$ cat src/rtl/fsm_timer_pkg.sv
// Shared types and constants for the fsm_timer initiator controller.
// Watchdog support is enabled by defining FSM_TIMER_CTRL_WDOG_EN.
package fsm_timer_pkg;

   localparam int unsigned RW_DEF          = 8;
   localparam int unsigned WDOG_CYCLES_DEF = 1024;

   localparam logic HS_ON  = 1'b1;
   localparam logic HS_OFF = 1'b0;

   typedef enum logic [2:0] {
      IDLE,
      START_S,
      WAIT,
      ACK,
      SETTLE,
      FIN
   } ctrl_state_t;

endpackage

$ cat src/rtl/fsm_timer_wdog.sv
// WAIT-phase timeout counter: cleared before WAIT, counts WAIT cycles.
// Only instantiated when FSM_TIMER_CTRL_WDOG_EN is defined.
module fsm_timer_wdog
   import fsm_timer_pkg::*;
#(
   parameter int unsigned LIMIT = WDOG_CYCLES_DEF
) (
   input  logic CLK,
   input  logic N_RESET,
   input  logic clr_i,
   input  logic en_i,
   output logic expired_o
);

   localparam int unsigned CW = $clog2(LIMIT + 1);

   logic [CW-1:0] cnt_q;
   logic [CW-1:0] cnt_d;

   // The WAIT cycle holding LIMIT-1 is the LIMIT-th one spent waiting.
   assign expired_o = (cnt_q == CW'(LIMIT - 1));

   always_comb begin
      cnt_d = cnt_q;
      if (clr_i) begin
         cnt_d = '0;
      end else if (en_i && !expired_o) begin
         cnt_d = cnt_q + CW'(1);
      end
   end

   always_ff @(posedge CLK or negedge N_RESET) begin
      if (!N_RESET) begin
         cnt_q <= '0;
      end else begin
         cnt_q <= cnt_d;
      end
   end

endmodule

$ cat src/rtl/fsm_timer_ctrl.sv
// Initiator for the fsm_timer handshake: runs REPS timer intervals per REQ.
// Define FSM_TIMER_CTRL_WDOG_EN to add the WAIT timeout and sticky ERR.
module fsm_timer_ctrl
   import fsm_timer_pkg::*;
#(
   parameter int unsigned RW          = RW_DEF,
   parameter int unsigned WDOG_CYCLES = WDOG_CYCLES_DEF
) (
   input  logic          CLK,
   input  logic          N_RESET,
   input  logic          REQ,
   input  logic [RW-1:0] REPS,
   input  logic          ABORT,
   input  logic          T_READY,
   output logic          T_START,
   output logic          T_RESET,
   output logic          BUSY,
   output logic          DONE,
   output logic          ERR,
   output logic [RW-1:0] COUNT
);

   ctrl_state_t   state_q, state_d;
   logic [RW-1:0] reps_q, reps_d;
   logic [RW-1:0] count_q, count_d;
   logic          abort_q, abort_d;
   logic [RW-1:0] count_inc;

   assign count_inc = count_q + RW'(1);

`ifdef FSM_TIMER_CTRL_WDOG_EN
   logic err_q, err_d;
   logic wd_expired;

   fsm_timer_wdog #(
      .LIMIT     (WDOG_CYCLES)
   ) u_wdog (
      .CLK       (CLK),
      .N_RESET   (N_RESET),
      .clr_i     (state_q == START_S),
      .en_i      (state_q == WAIT),
      .expired_o (wd_expired)
   );

   always_ff @(posedge CLK or negedge N_RESET) begin
      if (!N_RESET) begin
         err_q <= 1'b0;
      end else begin
         err_q <= err_d;
      end
   end

   assign ERR = err_q;
`else
   assign ERR = HS_OFF;
`endif

   always_ff @(posedge CLK or negedge N_RESET) begin
      if (!N_RESET) begin
         state_q <= IDLE;
         reps_q  <= '0;
         count_q <= '0;
         abort_q <= 1'b0;
      end else begin
         state_q <= state_d;
         reps_q  <= reps_d;
         count_q <= count_d;
         abort_q <= abort_d;
      end
   end

   always_comb begin
      state_d = state_q;
      reps_d  = reps_q;
      count_d = count_q;
      abort_d = abort_q;
`ifdef FSM_TIMER_CTRL_WDOG_EN
      err_d   = err_q;
`endif
      if (ABORT && state_q != IDLE && state_q != FIN) begin
         abort_d = 1'b1;
      end
      unique case (state_q)
         IDLE: begin
            if (REQ) begin
               count_d = '0;
               abort_d = 1'b0;
`ifdef FSM_TIMER_CTRL_WDOG_EN
               err_d   = 1'b0;
`endif
               if (REPS != '0) begin
                  reps_d  = REPS;
                  state_d = START_S;
               end else begin
                  state_d = FIN;
               end
            end
         end
         START_S: state_d = WAIT;
         WAIT: begin
            if (T_READY) begin
               state_d = ACK;
`ifdef FSM_TIMER_CTRL_WDOG_EN
            end else if (wd_expired) begin
               err_d   = 1'b1;
               state_d = FIN;
`endif
            end
         end
         ACK: begin
            count_d = count_inc;
            // An abort arriving in this very cycle still ends the run here.
            if (count_inc == reps_q || abort_q || ABORT) begin
               state_d = FIN;
            end else begin
               state_d = SETTLE;
            end
         end
         SETTLE: begin
            if (!T_READY) begin
               state_d = START_S;
            end
         end
         FIN:     state_d = IDLE;
         default: state_d = IDLE;
      endcase
   end

   always_comb begin
      T_START = HS_OFF;
      T_RESET = HS_OFF;
      BUSY    = (state_q != IDLE);
      DONE    = 1'b0;
      unique case (state_q)
         START_S: T_START = HS_ON;
         ACK:     T_RESET = HS_ON;
         FIN:     DONE    = 1'b1;
         default: ;
      endcase
   end

   assign COUNT = count_q;

endmodule
$ cat config.mk
export PLATFORM = sky130hd
export DESIGN_NAME = fsm_timer_ctrl
export DESIGN_NICKNAME = d
export VERILOG_FILES = /design/src/rtl/fsm_timer_pkg.sv /design/src/rtl/fsm_timer_wdog.sv /design/src/rtl/fsm_timer_ctrl.sv
export SDC_FILE = /design/constraint.sdc
export NUM_CORES = 1
export LEC_CHECK = 0
export BUFFER_PORTS_ARGS = -buffer_cell sky130_fd_sc_hd__buf_2
export CAP_MARGIN = 20
export CORE_UTILIZATION = 50
export DETAILED_ROUTE_END_ITERATION = 12
export PLACE_DENSITY = 0.74
export SYNTH_ARGS = -nofsm -noshare
export SYNTH_HDL_FRONTEND = slang
export SYNTH_HIERARCHICAL = 1
export SYNTH_SLANG_ARGS = --single-unit
$ cat constraint.sdc
create_clock -name CLK -period 4.6 [get_ports CLK]
set_clock_uncertainty 0.2 [all_clocks]
set_input_delay 0.69 -clock CLK [delete_from_list [all_inputs] [get_ports CLK]]
set_output_delay 0.69 -clock CLK [all_outputs]
set_load 0.005 [all_outputs]
==> run_results.csv <==
group,metric,value,unit
synthesis,syn_nets,134,
routing,num_vias,969,
synthesis,synth.cell_area,1190,sq um
routing,drt_iter0_drc,12,
synthesis,synth_ff_type,"dfrtp_1",
worst_setup_path,r2r_start,"state_q[1]$_DFFE_PN0P_",
floorplan,placeableCoreArea,2230,sq um
sta,tns,0,ns
worst_setup_path,cp.depth,3,
clock_network,cts_resized,0,
synthesis,synth_cell_types,43,
synthesis,synth_edf_count,0,
sta,setup_viol,0,
routing,avgViaCountPerCell,5.73,
finish,stdcell_count,169,
finish,area_growth,14.1,%
sta,drv_slew,0,
sta,hold_ws,0.108,ns
finish,fin_util,0.608,
routing,finalWirelength,2340,microns
synthesis,ys_ff_latch,20,
clock_network,insertion_delay,0.31,ns
place,port_buffers,24,
synthesis,async_flop_share,1.00,
sta,rsz0062_at_grt,"false",
finish,n_antenna_cell,0,
clock_network,cts.sinks,20,
run_status,status,"complete, no violations",
finish,fillCellCount,194,
global_route,grt_max_degree,21,
pwr,leakage,0.626,nW
worst_setup_path,reg2reg_setup_slack,2.54,ns
synthesis,seq_area_frac_synth,0.421,
routing,drt_pass1_iterations,4,
clock_network,htree_levels,1,
synthesis,syn_area_per_cell,9.92,sq um
clock_network,post_cts_buffers,0,
worst_setup_path,critPathKind,"flip-flop to output pin",
routing,drc_errors,0,
clock_network,cts_tree,"built",
floorplan,start_util,0.533,
finish,multi_input_area,627,sq um
worst_setup_path,r2r-end,"reps_q[7]$_DFFE_PN0P_",
synthesis,yosys-top-cells-area,"dfrtp_1 (42%), mux2_1 (6.6%), xnor2_1 (6.6%)",
worst_setup_path,reg2regPathDepth,3,
synthesis,syn_inst,120,
sta,fin_crit_sh,0.529,
worst_setup_path,critPathSlowestCell,"dfrtp_1",
finish,register_area,500,sq um
synthesis,synth_top_area_share,0.421,
synthesis,synth_largest_area_cell,"dfrtp_1",
worst_setup_path,worstSetupStartpoint,"state_q[1]$_DFFE_PN0P_",
global_route,antenna_found_initial,0,
pwr,powerDensity,566,nW/um^2
synthesis,yosys_warnings,6,
finish,stdcell_area,1360,sq um
routing,ant_nets,0,
worst_setup_path,cp_num_buf_inv,2,
place,placed_cells,165,
sta,final_hold_viol_count,0,
min_path,hold_class,"input pin to asynchronous set/reset pin",
sta,fin_crit,2.43,ns
global_route,grt_pass1_wl,4150,microns
clock_network,path_clk_slew,0.12,ns
global_route,grt_usage,0.213,
sta,fin_ws,2.17,ns
worst_setup_path,required,3.71,ns
finish,layout-drive-gt1-share,0.234,
worst_setup_path,critPathMaxFanout,11,
clock_network,cts_buffer_depth,2,
finish,final_nets,156,
pwr,irDropWorstVdd,0.334,mV
worst_setup_path,worstSetupEndpointType,"output pin",
floorplan,die_area,2580,sq um
clock_network,ctsHoldBuffers,0,
floorplan,rows,17,
global_route,first_global_vias,933,
floorplan,die_w,50.8,microns
sta,fmax,0.411,GHz
clock_network,cts-root-buf,"clkbuf_4",
pwr,p_total,768,uW
place,pre_cts_ws,2.36,ns
floorplan,die_h,50.8,microns
place,place.gp.congestion,0.834,
worst_setup_path,slowest_delay,0.60,ns
clock_network,numCtsBuffers,3,
routing,avgRoutedWirePerCell,13.8,microns
worst_setup_path,endpoint,"T_RESET",
place,placed_area,1310,sq um
global_route,grt_overflow,0,
place,hpwl,1760,microns
floorplan,io_pins,26,
worst_setup_path,startpoint_type,"flip-flop",
worst_setup_path,cp_top_family,"flip-flops",
worst_setup_path,crit_arrival,1.54,ns
worst_setup_path,crit_chain,"nand3b_2, inv_2, buf_2",
run,maxCapViolCount,0,
[area by class of cell]
| cell class | count | area share |
|---|---|---|
| repair buffers | 24 | 0.0885 |
| well taps | 28 | 0.0258 |
| clock inverters | 1 | 0.0221 |
| flip-flops and latches | 20 | 0.369 |
| multi-input cells | 87 | 0.462 |
| inverters | 6 | 0.0166 |
| clock buffers | 3 | 0.0166 |
[worst min-delay path by stage]
stage / from / end / slack, ns / cells after the start
2_1_floorplan: N_RESET / COUNT[0]$_DFFE_PN0P_ / 0.19 / 0
3_3_place_gp: abort_q$_DFF_PN0_ / abort_q$_DFF_PN0_ / 0.28 / 2
3_5_place_dp: abort_q$_DFF_PN0_ / abort_q$_DFF_PN0_ / 0.29 / 2
4_1_cts: N_RESET / COUNT[7]$_DFFE_PN0P_ / 0.12 / 1
5_1_grt: N_RESET / state_q[0]$_DFFE_PN0P_ / 0.14 / 1
6_report: N_RESET / COUNT[7]$_DFFE_PN0P_ / 0.11 / 1
[power breakdown]
part           switching [mW]  leakage, nW  internal [mW]
clock network          0.0560       0.0279         0.0881
logic                   0.149        0.346          0.156
registers              0.0823        0.253          0.237
[state kept, by name, summed over array words and instances (netlist names)]
signal,cells
COUNT,8
abort_q,1
reps_q,8
state_q,3
[kinds of logic (layout without fill, tap and decap cells)]
family,count (synthesis),after routing,share of synthesized area
muxes,7,7,0.0662
xor gates and xnor gates,12,12,0.0883
and+or+nand+nor,38,38,0.199
DFF,20,20,0.421
buffers and inverters,13,34,0.0526
AOI/OAI and AO/OA,28,28,0.160
other,1,1,0.00315
adders and majority gates,1,1,0.0105
[synth_stat cells, types with 2 or more instances]
master	number
mux2_1	7
dfrtp_1	20
clkbuf_1	2
nor2b_1	2
nand2b_1	2
and2_1	2
nand2_1	9
buf_4	3
a22o_1	2
a31oi_1	2
inv_1	5
nor3b_1	2
nor4_1	2
a21oi_1	3
o21ai_0	11
xor2_1	3
o31ai_1	2
xnor2_1	9
buf_2	2
nor2_1	5
nand3_1	2
nand4_1	2
[placed cells by master (no fill, tap or decap), types with 2 or more instances in the layout]
master | Yosys | layout
buf_2 | 2 | 24
dfrtp_1 | 20 | 20
o21ai_0 | 11 | 11
nand2_1 | 9 | 9
xnor2_1 | 9 | 9
mux2_1 | 7 | 7
nor2_1 | 5 | 5
inv_1 | 5 | 5
a21oi_1 | 3 | 3
xor2_1 | 3 | 3
clkbuf_4 | 0 | 3
nor3b_1 | 2 | 2
nor2b_1 | 2 | 2
a22o_1 | 2 | 2
nor4_1 | 2 | 2
and2_1 | 2 | 2
nand2b_1 | 2 | 2
o31ai_1 | 2 | 2
nand4_1 | 2 | 2
a31oi_1 | 2 | 2
nand3_1 | 2 | 2
[routing by layer]
layer	vias to the layer above	track usage	wire length (microns)
li1	473	-	-
met1	470	0.306	1120
met2	21	0.320	1090
met3	5	0.0303	91
met4	0	0.0880	41
met5	-	0	0
Power figures use the tool's default switching activity.
